$ cat src/rtl/mips_defs.sv
// Shared encodings for the multicycle MIPS control path: opcodes, functs,
// ALU operations, FSM states and datapath mux selects.
package mips_defs;

  localparam logic [5:0] OP_RTYPE = 6'h00;
  localparam logic [5:0] OP_J     = 6'h02;
  localparam logic [5:0] OP_JAL   = 6'h03;
  localparam logic [5:0] OP_BEQ   = 6'h04;
  localparam logic [5:0] OP_BNE   = 6'h05;
  localparam logic [5:0] OP_ADDI  = 6'h08;
  localparam logic [5:0] OP_ADDIU = 6'h09;
  localparam logic [5:0] OP_SLTI  = 6'h0A;
  localparam logic [5:0] OP_ANDI  = 6'h0C;
  localparam logic [5:0] OP_ORI   = 6'h0D;
  localparam logic [5:0] OP_XORI  = 6'h0E;
  localparam logic [5:0] OP_LW    = 6'h23;
  localparam logic [5:0] OP_SW    = 6'h2B;

  localparam logic [5:0] FN_ADD  = 6'h20;
  localparam logic [5:0] FN_ADDU = 6'h21;
  localparam logic [5:0] FN_SUB  = 6'h22;
  localparam logic [5:0] FN_SUBU = 6'h23;
  localparam logic [5:0] FN_AND  = 6'h24;
  localparam logic [5:0] FN_OR   = 6'h25;
  localparam logic [5:0] FN_XOR  = 6'h26;
  localparam logic [5:0] FN_NOR  = 6'h27;
  localparam logic [5:0] FN_SLT  = 6'h2A;

  localparam logic [2:0] ALU_AND = 3'b000;
  localparam logic [2:0] ALU_OR  = 3'b001;
  localparam logic [2:0] ALU_ADD = 3'b010;
  localparam logic [2:0] ALU_XOR = 3'b011;
  localparam logic [2:0] ALU_NOR = 3'b100;
  localparam logic [2:0] ALU_SUB = 3'b110;
  localparam logic [2:0] ALU_SLT = 3'b111;

  typedef enum logic [3:0] {
    S_IF       = 4'd0,
    S_ID       = 4'd1,
    S_EX_R     = 4'd2,
    S_R_WB     = 4'd3,
    S_EX_I     = 4'd4,
    S_I_WB     = 4'd5,
    S_MEM_ADDR = 4'd6,
    S_MEM_RD   = 4'd7,
    S_MEM_WB   = 4'd8,
    S_MEM_WR   = 4'd9,
    S_BRANCH   = 4'd10,
    S_J        = 4'd11,
    S_JAL      = 4'd12,
    S_EXC      = 4'd13
  } state_t;

  localparam logic       SRC_A_PC   = 1'b0;
  localparam logic       SRC_A_REG  = 1'b1;
  localparam logic [1:0] SRC_B_REG  = 2'b00;
  localparam logic [1:0] SRC_B_FOUR = 2'b01;
  localparam logic [1:0] SRC_B_IMM  = 2'b10;
  localparam logic [1:0] SRC_B_BR   = 2'b11;

  localparam logic [1:0] PC_ALU    = 2'b00;
  localparam logic [1:0] PC_ALUOUT = 2'b01;
  localparam logic [1:0] PC_JUMP   = 2'b10;
  localparam logic [1:0] PC_EXC    = 2'b11;

  localparam logic [1:0] DST_RT = 2'b00;
  localparam logic [1:0] DST_RD = 2'b01;
  localparam logic [1:0] DST_RA = 2'b10;

  localparam logic [1:0] WB_ALUOUT = 2'b00;
  localparam logic [1:0] WB_MDR    = 2'b01;
  localparam logic [1:0] WB_PC     = 2'b10;

  localparam logic CAUSE_OVF = 1'b0;
  localparam logic CAUSE_ILL = 1'b1;

  function automatic logic funct_legal(input logic [5:0] f);
    case (f)
      FN_ADD, FN_ADDU, FN_SUB, FN_SUBU, FN_AND,
      FN_OR, FN_XOR, FN_NOR, FN_SLT: funct_legal = 1'b1;
      default:                       funct_legal = 1'b0;
    endcase
  endfunction

endpackage

$ cat src/rtl/alu_op_dec.sv
// Combinational ALU-operation decoder: picks the ALU op for the current
// state and flags whether the fetched instruction is one we implement.
module alu_op_dec
  import mips_defs::*;
(
  input  state_t     state,
  input  logic [5:0] opcode,
  input  logic [5:0] funct,
  output logic [2:0] alu_op,
  output logic       ext_zero,
  output logic       legal
);

  always_comb begin
    legal = 1'b0;
    case (opcode)
      OP_RTYPE: legal = funct_legal(funct);
      OP_J, OP_JAL, OP_BEQ, OP_BNE, OP_ADDI, OP_ADDIU, OP_SLTI,
      OP_ANDI, OP_ORI, OP_XORI, OP_LW, OP_SW: legal = 1'b1;
      default: legal = 1'b0;
    endcase
  end

  always_comb begin
    alu_op   = ALU_AND;
    ext_zero = 1'b0;
    case (state)
      S_IF, S_ID, S_MEM_ADDR: alu_op = ALU_ADD;
      S_BRANCH:               alu_op = ALU_SUB;
      S_EX_R: begin
        case (funct)
          FN_ADD, FN_ADDU: alu_op = ALU_ADD;
          FN_SUB, FN_SUBU: alu_op = ALU_SUB;
          FN_OR:           alu_op = ALU_OR;
          FN_XOR:          alu_op = ALU_XOR;
          FN_NOR:          alu_op = ALU_NOR;
          FN_SLT:          alu_op = ALU_SLT;
          default:         alu_op = ALU_AND;
        endcase
      end
      S_EX_I: begin
        case (opcode)
          OP_ADDI, OP_ADDIU: alu_op = ALU_ADD;
          OP_SLTI:           alu_op = ALU_SLT;
          OP_ORI:            alu_op = ALU_OR;
          OP_XORI:           alu_op = ALU_XOR;
          default:           alu_op = ALU_AND;
        endcase
        ext_zero = (opcode == OP_ANDI) || (opcode == OP_ORI) || (opcode == OP_XORI);
      end
      default: ;
    endcase
  end

endmodule

$ cat src/rtl/mips_multicycle_ctrl.sv
// Multicycle MIPS control FSM: fetch/decode/execute/memory/write-back with
// mem_ready stalls and overflow/illegal-opcode traps to the exception vector.
module mips_multicycle_ctrl
  import mips_defs::*;
(
  input  logic       clk,
  input  logic       rst,
  input  logic [5:0] opcode,
  input  logic [5:0] funct,
  input  logic       zero,
  input  logic       overflow,
  input  logic       mem_ready,
  output logic [2:0] ALU_operation,
  output logic       alu_src_a,
  output logic [1:0] alu_src_b,
  output logic       ext_zero,
  output logic [1:0] pc_source,
  output logic       pc_en,
  output logic       i_or_d,
  output logic       mem_read,
  output logic       mem_write,
  output logic       ir_write,
  output logic [1:0] reg_dst,
  output logic [1:0] mem_to_reg,
  output logic       reg_write,
  output logic       exc,
  output logic       exc_cause,
  output logic [3:0] state
);

  state_t     state_q, state_d;
  logic       cause_d;
  logic [2:0] dec_op;
  logic       dec_ext_zero;
  logic       dec_legal;

  alu_op_dec u_alu_op_dec (
    .state    (state_q),
    .opcode   (opcode),
    .funct    (funct),
    .alu_op   (dec_op),
    .ext_zero (dec_ext_zero),
    .legal    (dec_legal)
  );

  assign state = state_q;

  // exc_cause only changes on the edge that enters EXC, so it stays readable afterwards
  always_ff @(posedge clk or posedge rst) begin
    if (rst) begin
      state_q   <= S_IF;
      exc_cause <= CAUSE_OVF;
    end else begin
      state_q <= state_d;
      if (state_d == S_EXC) exc_cause <= cause_d;
    end
  end

  always_comb begin
    state_d = state_q;
    cause_d = CAUSE_OVF;
    case (state_q)
      S_IF: if (mem_ready) state_d = S_ID;
      S_ID: begin
        if (!dec_legal) begin
          state_d = S_EXC;
          cause_d = CAUSE_ILL;
        end else begin
          case (opcode)
            OP_RTYPE:      state_d = S_EX_R;
            OP_LW, OP_SW:  state_d = S_MEM_ADDR;
            OP_BEQ, OP_BNE: state_d = S_BRANCH;
            OP_J:          state_d = S_J;
            OP_JAL:        state_d = S_JAL;
            default:       state_d = S_EX_I;
          endcase
        end
      end
      S_EX_R:
        state_d = (overflow && (funct == FN_ADD || funct == FN_SUB)) ? S_EXC : S_R_WB;
      S_EX_I:
        state_d = (overflow && opcode == OP_ADDI) ? S_EXC : S_I_WB;
      S_MEM_ADDR: begin
        if (opcode == OP_LW)      state_d = S_MEM_RD;
        else if (opcode == OP_SW) state_d = S_MEM_WR;
        else                      state_d = S_IF;
      end
      S_MEM_RD: if (mem_ready) state_d = S_MEM_WB;
      S_MEM_WR: if (mem_ready) state_d = S_IF;
      default:  state_d = S_IF;
    endcase
  end

  always_comb begin
    ALU_operation = dec_op;
    ext_zero      = dec_ext_zero;
    alu_src_a     = SRC_A_PC;
    alu_src_b     = SRC_B_REG;
    pc_source     = PC_ALU;
    pc_en         = 1'b0;
    i_or_d        = 1'b0;
    mem_read      = 1'b0;
    mem_write     = 1'b0;
    ir_write      = 1'b0;
    reg_dst       = DST_RT;
    mem_to_reg    = WB_ALUOUT;
    reg_write     = 1'b0;
    exc           = 1'b0;
    case (state_q)
      S_IF: begin
        mem_read  = 1'b1;
        alu_src_a = SRC_A_PC;
        alu_src_b = SRC_B_FOUR;
        pc_source = PC_ALU;
        ir_write  = mem_ready;
        pc_en     = mem_ready;
      end
      S_ID: alu_src_b = SRC_B_BR;
      S_EX_R: begin
        alu_src_a = SRC_A_REG;
        alu_src_b = SRC_B_REG;
      end
      S_R_WB: begin
        reg_write  = 1'b1;
        reg_dst    = DST_RD;
        mem_to_reg = WB_ALUOUT;
      end
      S_EX_I, S_MEM_ADDR: begin
        alu_src_a = SRC_A_REG;
        alu_src_b = SRC_B_IMM;
      end
      S_I_WB: begin
        reg_write = 1'b1;
        reg_dst   = DST_RT;
      end
      S_MEM_RD: begin
        mem_read = 1'b1;
        i_or_d   = 1'b1;
      end
      S_MEM_WB: begin
        reg_write  = 1'b1;
        mem_to_reg = WB_MDR;
      end
      S_MEM_WR: begin
        mem_write = 1'b1;
        i_or_d    = 1'b1;
      end
      S_BRANCH: begin
        alu_src_a = SRC_A_REG;
        pc_source = PC_ALUOUT;
        pc_en     = (opcode == OP_BNE) ? ~zero : zero;
      end
      S_J: begin
        pc_source = PC_JUMP;
        pc_en     = 1'b1;
      end
      S_JAL: begin
        pc_source  = PC_JUMP;
        pc_en      = 1'b1;
        reg_write  = 1'b1;
        reg_dst    = DST_RA;
        mem_to_reg = WB_PC;
      end
      S_EXC: begin
        pc_source = PC_EXC;
        pc_en     = 1'b1;
        exc       = 1'b1;
      end
      default: ;
    endcase
    // Reset is asynchronous, so outputs are forced quiet without waiting for a clock
    if (rst) begin
      ALU_operation = ALU_ADD;
      ext_zero      = 1'b0;
      alu_src_a     = 1'b0;
      alu_src_b     = '0;
      pc_source     = '0;
      pc_en         = 1'b0;
      i_or_d        = 1'b0;
      mem_read      = 1'b0;
      mem_write     = 1'b0;
      ir_write      = 1'b0;
      reg_dst       = '0;
      mem_to_reg    = '0;
      reg_write     = 1'b0;
      exc           = 1'b0;
    end
  end

endmodule

$ cat config.mk
export PLATFORM = sky130hd
export DESIGN_NAME = mips_multicycle_ctrl
export DESIGN_NICKNAME = d
export VERILOG_FILES = /design/src/rtl/mips_defs.sv /design/src/rtl/alu_op_dec.sv /design/src/rtl/mips_multicycle_ctrl.sv
export SDC_FILE = /design/constraint.sdc
export NUM_CORES = 1
export LEC_CHECK = 0
export BUFFER_PORTS_ARGS = -buffer_cell sky130_fd_sc_hd__buf_2
export CELL_PAD_IN_SITES_DETAIL_PLACEMENT = 0
export CELL_PAD_IN_SITES_GLOBAL_PLACEMENT = 1
export CORE_MARGIN = 5
export CORE_UTILIZATION = 30
export DETAILED_ROUTE_END_ITERATION = 6
export GPL_ROUTABILITY_DRIVEN = 1
export PLACE_DENSITY_LB_ADDON = 0.1
export SLEW_MARGIN = 10
export SYNTH_ARGS = -nofsm -noshare
export SYNTH_HDL_FRONTEND = slang
export SYNTH_SLANG_ARGS = --single-unit
$ cat constraint.sdc
create_clock -name clk -period 3.1 [get_ports clk]
set_input_delay 0.62 -clock clk [delete_from_list [all_inputs] [get_ports clk]]
set_output_delay 0.62 -clock clk [all_outputs]
set_load 0.005 [all_outputs]
After elaboration in Yosys (flattened, before gate mapping)
Index checks and enable logic that the tools add are counted.
{"block": "op_classes", "eq_ne": 35, "mux": 45, "n_bitwise": 1, "reduce_logical": 22}
{"op": "$eq 6x6->1 const B", "n": 11}
{"op": "$eq 6x4->1 const B", "n": 6}
{"op": "$mux 4", "n": 8}
{"op": "$eq 4x4->1 const B", "n": 7}
{"op": "$pmux 4 s7", "n": 1}
{"op": "$pmux 3 s4", "n": 2}
{"op": "$mux 1", "n": 21}
{"op": "$pmux 4 s5", "n": 1}
{"op": "$pmux 3 s6", "n": 1}
{"op": "$reduce_or 2->1", "n": 9}
{"op": "$eq 4x3->1 const B", "n": 4}
{"op": "$eq 6x2->1 const B", "n": 2}
{"op": "$eq 6x3->1 const B", "n": 2}
{"op": "$pmux 2 s3", "n": 2}
{"op": "$reduce_or 12->1", "n": 1}
{"op": "$reduce_or 9->1", "n": 1}
{"op": "$eq 4x2->1 const B", "n": 2}
{"op": "$mux 2", "n": 4}
{"op": "$pmux 2 s2", "n": 2}
{"op": "$reduce_or 4->1", "n": 2}
{"op": "$logic_not 6->1", "n": 1}
{"op": "$reduce_or 3->1", "n": 2}
{"op": "$eq 4x1->1 const B", "n": 1}
{"op": "$logic_not 4->1", "n": 1}
{"op": "other kinds (6)", "n": 9}
{"block": "totals", "regBits": 5, "input_bits": 17, "out_inout_bits": 25, "wordCells": 105}

Logic depth before layout (Yosys ltp)
Gate-level depths: netlist of the first run.
{"block": "depth", "ltp_word": 7, "mapped_depth": 6, "depth_no_buf": 5}

Hierarchy
Synthesis of the first run repeated with hierarchy kept, for this count alone.
{"block": "unflattened", "cells_unflattened": 147, "hier_area_um2": 1016.0}
{"mod": "mips_multicycle_ctrl", "instances": 1, "cells_per_inst": 105, "area_per_inst_um2": 738.2, "seq_area_each_um2": 125.1}
{"mod": "alu_op_dec", "instances": 1, "cells_per_inst": 42, "area_per_inst_um2": 277.8, "seq_area_each_um2": 0.0}

Worst setup path after synthesis of the first run
Ideal clock, no wire load.
{"block": "synth_path", "path_type": "input -> register", "startpoint": "in opcode[5]", "endpoint": "reg state_q[2] (netlist: state[2])", "setup_time_ps": 124, "arrival_ps": 2290, "required_time_ps": 2976, "path_slack_ps": 686, "path_stages": 6, "path_buffers": 1, "cell_sequence": "buf_6 > or4_4 > nor4_2 > a22oi_1 > or4_1 > a211o_1"}
{"block": "synth_via", "elab_chain_len": 5, "elab_cells_between_ends": 21, "classes_between": "eq/ne: 12; mux: 5; reduce/logical: 4"}
{"element": "start: declaration", "line": "mips_multicycle_ctrl.sv:8", "text": "input logic [5:0] opcode,"}
{"element": "$eq 6x4->1, or another cell as far along", "line": "alu_op_dec.sv:16", "text": "case (opcode)"}
{"element": "$reduce_or 12->1 / $reduce_or 2->1 (equally long branches)", "line": "alu_op_dec.sv:16, mips_multicycle_ctrl.sv:69"}
{"element": "$pmux 1 s2 / $pmux 4 s5 (equally long branches)", "line": "alu_op_dec.sv:16, mips_multicycle_ctrl.sv:69"}
{"element": "$mux 4", "line": "mips_multicycle_ctrl.sv:65", "text": "if (!dec_legal) begin"}
{"element": "$pmux 4 s7 (*)", "line": "mips_multicycle_ctrl.sv:62", "text": "case (state_q)"}
{"element": "net state_d[2]", "line": "mips_multicycle_ctrl.sv:31", "text": "state_t state_q, state_d;"}
{"element": "end signal: assignment", "line": "mips_multicycle_ctrl.sv:54", "text": "state_q <= state_d;"}
{"element": "end: declaration", "line": "mips_multicycle_ctrl.sv:31"}
The timed path passes the listed nets; every way through them passes the cells marked *.
A chain may end at the register's enable or synchronous reset.

Worst setup path in the final report of the first run
{"block": "layout_path", "startpoint": "reg state_q[1] (netlist: state[1])", "endpoint": "out ALU_operation[2]"}
{"block": "layout_via", "elab_chain_len": 4, "elab_cells_between_ends": 9, "classes_between": "eq/ne: 5; mux: 2; reduce/logical: 2"}
{"element": "$eq 4x1->1, or another cell as far along", "line": "alu_op_dec.sv:27", "text": "case (state)"}
{"element": "$reduce_or 3->1", "line": "alu_op_dec.sv:27"}
{"element": "$pmux 3 s4 (*)", "line": "alu_op_dec.sv:27"}
{"element": "$mux 3 (*)", "line": "mips_multicycle_ctrl.sv:172", "text": "if (rst) begin"}
{"element": "end: declaration", "line": "mips_multicycle_ctrl.sv:13", "text": "output logic [2:0] ALU_operation,"}
Every way passes the cells marked *; elsewhere a longest branch is shown, timed or not.

==> implementation parameters, run 1 <==
Parameter                              Value

STA
  Clock Skew ... 0.000793 ns
  Final total negative setup slack ... 0 ns
  Actual transition at the worst max-transition pin ... 0.737 ns
  Max frequency ... 376 MHz
  Fin crit share ... 85.8%
  Relative slew slack ... 50.9%
  Minimum clock period ... 2.66 ns
  Min setup slack post-route ... 0.442 ns
  Final Slew Violations ... 0
  Number of endpoints failing setup at the final stage ... 0
  RSZ-0062 raised after global routing ... no
  Number of hold violations in the final report ... 0

Finish
  Share of post-route cells with drive strength above 1 ... 26.7%
  Post-route standard cell area excluding fillers ... 1270 um2
  Filler cell count ... 393
  Leading cell type in the layout, fill and taps excluded ... sky130_fd_sc_hd__buf_2
  Final cell count without fillers ... 237
  Number of diodes ... 0
  Multi-input logic area ... 810 um2
  Area added between synthesis and finish ... 24.2%
  Register cell area after layout ... 125 um2
  Layout net count ... 209
  Highest-count cells in the layout ignoring fill and taps ... 41 x sky130_fd_sc_hd__buf_2, 17 x sky130_fd_sc_hd__nor2_1, 11 x sky130_fd_sc_hd__nor3_1
  Fraction of the core area covered by cells at the end of the flow ... 38.4%

Clock network
  Cts bufs inserted ... 3
  Clock Path Buffers ... 2
  Clk pin slew, worst setup/hold paths ... 0.04 ns
  Latest clock arrival within the worst-skew pair ... 0.24 ns
  Number of levels the H-tree was split into ... 1
  Quantity of gates resized following cts ... 0
  Setup repair bufs after CTS ... 0
  Clock tree from TritonCTS ... built
  Count of clock tree sinks ... 5
  Number of hold buffers added after CTS ... 0
  Buffer cell driving the clock tree root ... sky130_fd_sc_hd__clkbuf_4

Placement
  Final RePlAce weighted congestion ... 0.837
  Final HPWL from detailed placement ... 2.79 mm
  Port buffer count ... 41
  Number of placed cells counting well taps ... 233
  Placed Area ... 1250 um2
  Post-place setup slack ... 0.399 ns

Route
  Remaining antenna violation count after routing ... 0
  Number of design rule violations left after detail routing ... 0
  Wire length reported by the detailed router ... 3.49 mm
  Wirelength per Cell ... 14.7 um
  1st-pass router iterations ... 4
  Via count ... 1293
  Via count normalized by instance count ... 5.46
  Number of DRC markers after the initial detailed-route iteration ... 55

Setup path
  Worst R2R Start ... state[0]$_DFF_PP0_
  Depth of the most critical reg-to-reg path ... 5
  Arrival time of the worst setup path ... 2.04 ns
  Most used cell, CP ... sky130_fd_sc_hd__nor2_1
  Critical path fanouts, max ... 24
  Endpoint required time on the critical path ... 2.48 ns
  Startpoint type of the worst setup path ... flip-flop
  Category of the critical setup timing path ... reg2out
  R2r setup slk ... 1.02 ns
  Reg-to-reg endpoint ... exc_cause$_DFFE_PP0N_
  Delay of the slowest cell on the worst path ... 0.80 ns
  Critical-path cell list ... nor2_1 > nor4b_1 > nor2_1 > a21oi_1 > buf_2
  Crit path max-delay cell type ... sky130_fd_sc_hd__dfrtp_1
  Nature of the critical path endpoint ... primary output

Synthesis
  Synthesized area per cell ... 6.53 um2
  Seq/Total Area, Yosys ... 12.2%
  Synthesis warning total ... 0
  Number of flops mapped to enable cells by yosys ... 0
  Flip-flop cell with the highest count after synthesis ... sky130_fd_sc_hd__dfrtp_1
  Cell count after synthesis ... 157
  Post-synthesis async set-or-reset flop share ... 100%
  Net Count, Synth ... 174
  Synth cell types ... 54
  Number of register bits inferred by synthesis ... 5
  Syn Std Cell Area ... 1020 um2

Pwr
  Static Leakage ... 0.555 nW
  Peak VDD IR ... 0.000195 V
  Total power density per cell area ... 531 nW/um2

Floorplanning
  Overall die width ... 68.4 um
  Die area ... 4680 um2
  Area of the core ... 3310 um2
  Starting density of the core ... 31.0%
  Standard-cell row count ... 21
  I/O pin count ... 42
  Floorplan die height ... 68.4 um

Run status
  Run status ... complete, no violations

Global route
  First-pass GRT wire length ... 5.76 mm
  Global routing usage summed across all routing layers ... 15.9%
  Initial antenna violation count ... 0
  Final global-route overflow total ... 0
  Vias in the first global route ... 1222
  Largest net degree at the start of global routing ... 25

Flow run
  Count of max-cap constraint violations ... 0

Min path
  Class of the most critical hold timing path ... in2async
-- through the flow --
stage               hold WS, ns  total power [mW]
finish                    0.411             0.675
detailed placement        0.468             0.606
CTS                       0.412             0.685
global placement          0.464             0.606
global route              0.437             0.754
floorplan                 0.474             0.439
-- critical path: cells and delay by family, from the launching register on --
kind	cells	cell delay (ns)
compound gates	1	0.14
buf+inv	1	0.13
flops	1	0.80
simple gates	3	0.74
-- report_power, final --
group / total [mW] / switching [mW] / leakage [nW] / internal, mW
Combinational: 0.449 / 0.250 / 0.480 / 0.199
Sequential: 0.153 / 0.0659 / 0.0601 / 0.0872
Clock: 0.0731 / 0.0246 / 0.0150 / 0.0485
-- state kept, by name, indices dropped and copies added, names as in the netlist --
name	count
exc_cause	1
state	4
-- cell families after synthesis --
logic type	count (synthesis)	synth area share (%)
multiplexers	3	2.93
AO/OA/AOI/OAI	39	25.9
XOR/XNOR	2	1.71
flip-flops	5	12.2
AND/OR/NAND/NOR	88	48.5
buffers and inverters	20	8.79
-- metal layers --
metal	track usage, %	vias up	share of wire [%]
met4	2.98	0	0.40
met2	27.2	42	48
met1	21.2	598	46
met5	0	-	0
met3	2.13	2	5.6
li1	-	651	-
-- layout make-up --
cell class | instances | area share [%]
Clock buffer | 4 | 2.06
Inverter | 5 | 1.47
Tap cell | 46 | 4.52
Sequential cell | 5 | 9.83
Multi-Input combinational cell | 132 | 63.6
Timing Repair Buffer | 45 | 18.5
-- cell usage after synthesis (all sizes together), types with 4 or more instances --
master  count  share of area [%]
nor3       11                5.4
dfrtp       5                 12
nor2       17                6.2
nor2b       6                3.7
o21ai       7                3.4
a21oi       9                4.4
clkbuf     10                3.7
nand3       9                4.4
nand2       9                3.3
or4         4                3.3
nand2b      8                4.9
buf         5                3.3
inv         5                1.8
-- worst max-delay path by stage --
stage                             startpoint                 end  cells past startpoint
after floorplan                    opcode[5]  state[2]$_DFF_PP0_                      6
after global placement             opcode[2]  state[2]$_DFF_PP0_                      6
after detailed placement           opcode[2]  state[2]$_DFF_PP0_                      6
after CTS                 state[1]$_DFF_PP0_    ALU_operation[2]                      5
after global routing      state[1]$_DFF_PP0_    ALU_operation[2]                      5
final                     state[1]$_DFF_PP0_    ALU_operation[2]                      5
Note: power is estimated with default switching activity, not from simulation.
==> run 2, diff against run 1 <==
--- a/config.mk
+++ b/config.mk
@@ -10,10 +10,12 @@
 export CELL_PAD_IN_SITES_GLOBAL_PLACEMENT = 1
 export CORE_MARGIN = 5
 export CORE_UTILIZATION = 30
+export CTS_CLUSTER_SIZE = 12
 export DETAILED_ROUTE_END_ITERATION = 6
 export GPL_ROUTABILITY_DRIVEN = 1
 export PLACE_DENSITY_LB_ADDON = 0.1
 export SLEW_MARGIN = 10
 export SYNTH_ARGS = -nofsm -noshare
 export SYNTH_HDL_FRONTEND = slang
+export SYNTH_HIERARCHICAL = 1
 export SYNTH_SLANG_ARGS = --single-unit
==> run 2 against run 1 <==
Core utilization shrank 0.15 points. Clock power rose by 3.7%. Synthesized cell count down 6.4%. Sequential cell count is the same. Critical path depth increased by 2. Largest power group unchanged.
==> implementation parameters, run 2 <==
Parameter                              Value

Run status
  Run status ... complete, no violations

Setup path
  Worst R2R Start ... state[0]$_DFF_PP0_
  R2r setup slk ... 1.00 ns
  Delay of the slowest cell on the worst path ... 0.42 ns
  Arrival time of the worst setup path ... 2.08 ns
  Critical-path cell list ... buf_2 > or3_4 > nor3_1 > xor2_1 > o21ai_0 > a311oi_1 > buf_2
  Reg-to-reg endpoint ... exc_cause$_DFFE_PP0N_
  Crit path max-delay cell type ... sky130_fd_sc_hd__or3_4
  Critical path endpoint ... pc_en
  Crit path from ... opcode[3]
  Critical path fanouts, max ... 9
  Most used cell, CP ... sky130_fd_sc_hd__buf_2
  Depth of the most critical reg-to-reg path ... 6
  Endpoint required time on the critical path ... 2.48 ns
  Nature of the critical path endpoint ... primary output
  Category of the critical setup timing path ... in2out
  Startpoint type of the worst setup path ... input port

Finish
  Filler cell count ... 383
  Layout net count ... 201
  Flip-flop count of the largest register after layout ... 4
  Number of diodes ... 0
  Area added between synthesis and finish ... 24.8%
  Leading cell type in the layout, fill and taps excluded ... sky130_fd_sc_hd__buf_2
  Share of post-route cells with drive strength above 1 ... 29.5%
  Highest-count cells in the layout ignoring fill and taps ... 41 x sky130_fd_sc_hd__buf_2, 16 x sky130_fd_sc_hd__nand2_1, 13 x sky130_fd_sc_hd__nor2_1, 11 x sky130_fd_sc_hd__nor2b_1, 8 x sky130_fd_sc_hd__nor3_1

Synthesis
  Area share of the largest cell type after synthesis ... 12.3%
  Synthesized area per cell ... 6.91 um2
  Number of flops mapped to enable cells by yosys ... 0
  Seq/Total Area, Yosys ... 12.3%
  Syn Std Cell Area ... 1020 um2
  Synth cell types ... 53
  Cell taking the most area after synthesis ... sky130_fd_sc_hd__dfrtp_1
  Net Count, Synth ... 164
  Most used standard cell by instance count after synthesis ... sky130_fd_sc_hd__nand2_1
  Synthesis warning total ... 6
  Most common library cells after synthesis ... 16 x sky130_fd_sc_hd__nand2_1, 13 x sky130_fd_sc_hd__nor2_1, 11 x sky130_fd_sc_hd__nor2b_1
  Cell count after synthesis ... 147
  Post-synthesis async set-or-reset flop share ... 100%
  Biggest area contributors in the synthesized netlist ... sky130_fd_sc_hd__dfrtp_1 12%, sky130_fd_sc_hd__nor2b_1 6.8%, sky130_fd_sc_hd__nand2_1 5.9%
  Flip-flop cell with the highest count after synthesis ... sky130_fd_sc_hd__dfrtp_1
  Number of register bits inferred by synthesis ... 5

Min path
  Class of the most critical hold timing path ... in2async

Floorplanning
  Overall die width ... 68.2 um
  Standard-cell row count ... 21
  I/O pin count ... 42
  Die area ... 4650 um2
  Starting density of the core ... 30.7%
  Area of the core ... 3310 um2
  Floorplan die height ... 68.2 um

STA
  Fin crit share ... 87.2%
  Final Slew Violations ... 0
  RSZ-0062 raised after global routing ... no
  Number of hold violations in the final report ... 0
  Min setup slack post-route ... 0.396 ns
  Relative slew slack ... 44.3%
  Final total negative setup slack ... 0 ns
  Number of endpoints failing setup at the final stage ... 0
  Actual transition at the worst max-transition pin ... 0.835 ns
  Max frequency ... 370 MHz
  Clock Skew ... 0.00352 ns
  Minimum clock period ... 2.70 ns

Route
  Wire length reported by the detailed router ... 3.21 mm
  Number of DRC markers after the initial detailed-route iteration ... 91
  1st-pass router iterations ... 4
  Number of design rule violations left after detail routing ... 0
  Via count ... 1243
  Remaining antenna violation count after routing ... 0
  Via count normalized by instance count ... 5.43
  Wirelength per Cell ... 14.0 um

Placement
  Port buffer count ... 41
  Final RePlAce weighted congestion ... 0.842
  Post-place setup slack ... 0.369 ns
  Final HPWL from detailed placement ... 2.39 mm

Clock network
  Latest clock arrival within the worst-skew pair ... 0.24 ns
  Buffer cell driving the clock tree root ... sky130_fd_sc_hd__clkbuf_4
  Number of levels the H-tree was split into ... 1
  Clk pin slew, worst setup/hold paths ... 0.04 ns
  Cts bufs inserted ... 3
  Clock Path Buffers ... 2
  Quantity of gates resized following cts ... 0
  Count of clock tree sinks ... 5
  Number of hold buffers added after CTS ... 0
  Clock tree from TritonCTS ... built
  Setup repair bufs after CTS ... 0

Pwr
  Post-route total power ... 0.665 mW
  Total power density per cell area ... 525 nW/um2
  Peak VDD IR ... 0.000153 V
  Static Leakage ... 0.554 nW

Global route
  First-pass GRT wire length ... 5.25 mm
  Vias in the first global route ... 1123
  Global routing usage summed across all routing layers ... 14.5%
  Final global-route overflow total ... 0
  Largest net degree at the start of global routing ... 27
  Initial antenna violation count ... 0

Flow run
  Count of max-cap constraint violations ... 0
-- run 2: layout make-up --
| class | count | area [um2] | area share (%) |
|---|---|---|---|
| inverter | 5 | 18.8 | 1.48 |
| clock buffer | 4 | 26.3 | 2.07 |
| tap | 46 | 57.6 | 4.54 |
| timing repair buffer | 42 | 213 | 16.8 |
| multi-input combinational | 127 | 827 | 65.3 |
| sequential | 5 | 125 | 9.87 |
-- run 2: cell families after synthesis --
kind of cell / Yosys count / share of synthesized area (%)
flops: 5 / 12.3
simple gates: 87 / 51.0
xor+xnor: 3 / 2.59
buf+inv: 15 / 6.28
mux: 5 / 5.05
compound gates: 31 / 21.7
fa+ha+maj: 1 / 1.11
-- run 2: how the worst min path moves through the flow --
| stage | from | to | cells past startpoint |
|---|---|---|---|
| final | rst | state[2]$_DFF_PP0_ | 2 |
| after global routing | rst | state[2]$_DFF_PP0_ | 2 |
| after floorplan | rst | exc_cause$_DFFE_PP0N_ | 1 |
| after global placement | exc_cause$_DFFE_PP0N_ | exc_cause$_DFFE_PP0N_ | 2 |
| after CTS | rst | state[2]$_DFF_PP0_ | 2 |
| after detailed placement | exc_cause$_DFFE_PP0N_ | exc_cause$_DFFE_PP0N_ | 2 |
-- run 2: worst max-delay path, delay by kind of cell --
kind / cells / cell delay, ns
AND/OR/NAND/NOR: 2 / 0.64
AO/OA/AOI/OAI: 2 / 0.36
buffers and inverters: 2 / 0.31
XOR/XNOR: 1 / 0.16
-- run 2: metal layers --
| metal | global-route usage, % | wire, um |
|---|---|---|
| met3 | 2.96 | 255 |
| met1 | 18.9 | 1460 |
| met4 | 3.47 | 32 |
| met5 | 0 | 0 |
| met2 | 24.4 | 1460 |
-- run 2: per-stage QoR --
stage	cells	utilization, %	area [um2]	hold slack, ns
finish	229	38.3	1270	0.424
global route	229	38.3	1270	0.450
CTS	229	38.3	1270	0.435
detailed placement	225	37.5	1240	0.575
global placement	225	37.5	1240	0.553
floorplan	147	-	1020	0.418
-- run 2: power breakdown --
part           switching [mW]  internal, mW  leakage [nW]
Combinational           0.197         0.195         0.479
Clock                  0.0271        0.0487        0.0150
Sequential              0.110        0.0878        0.0606
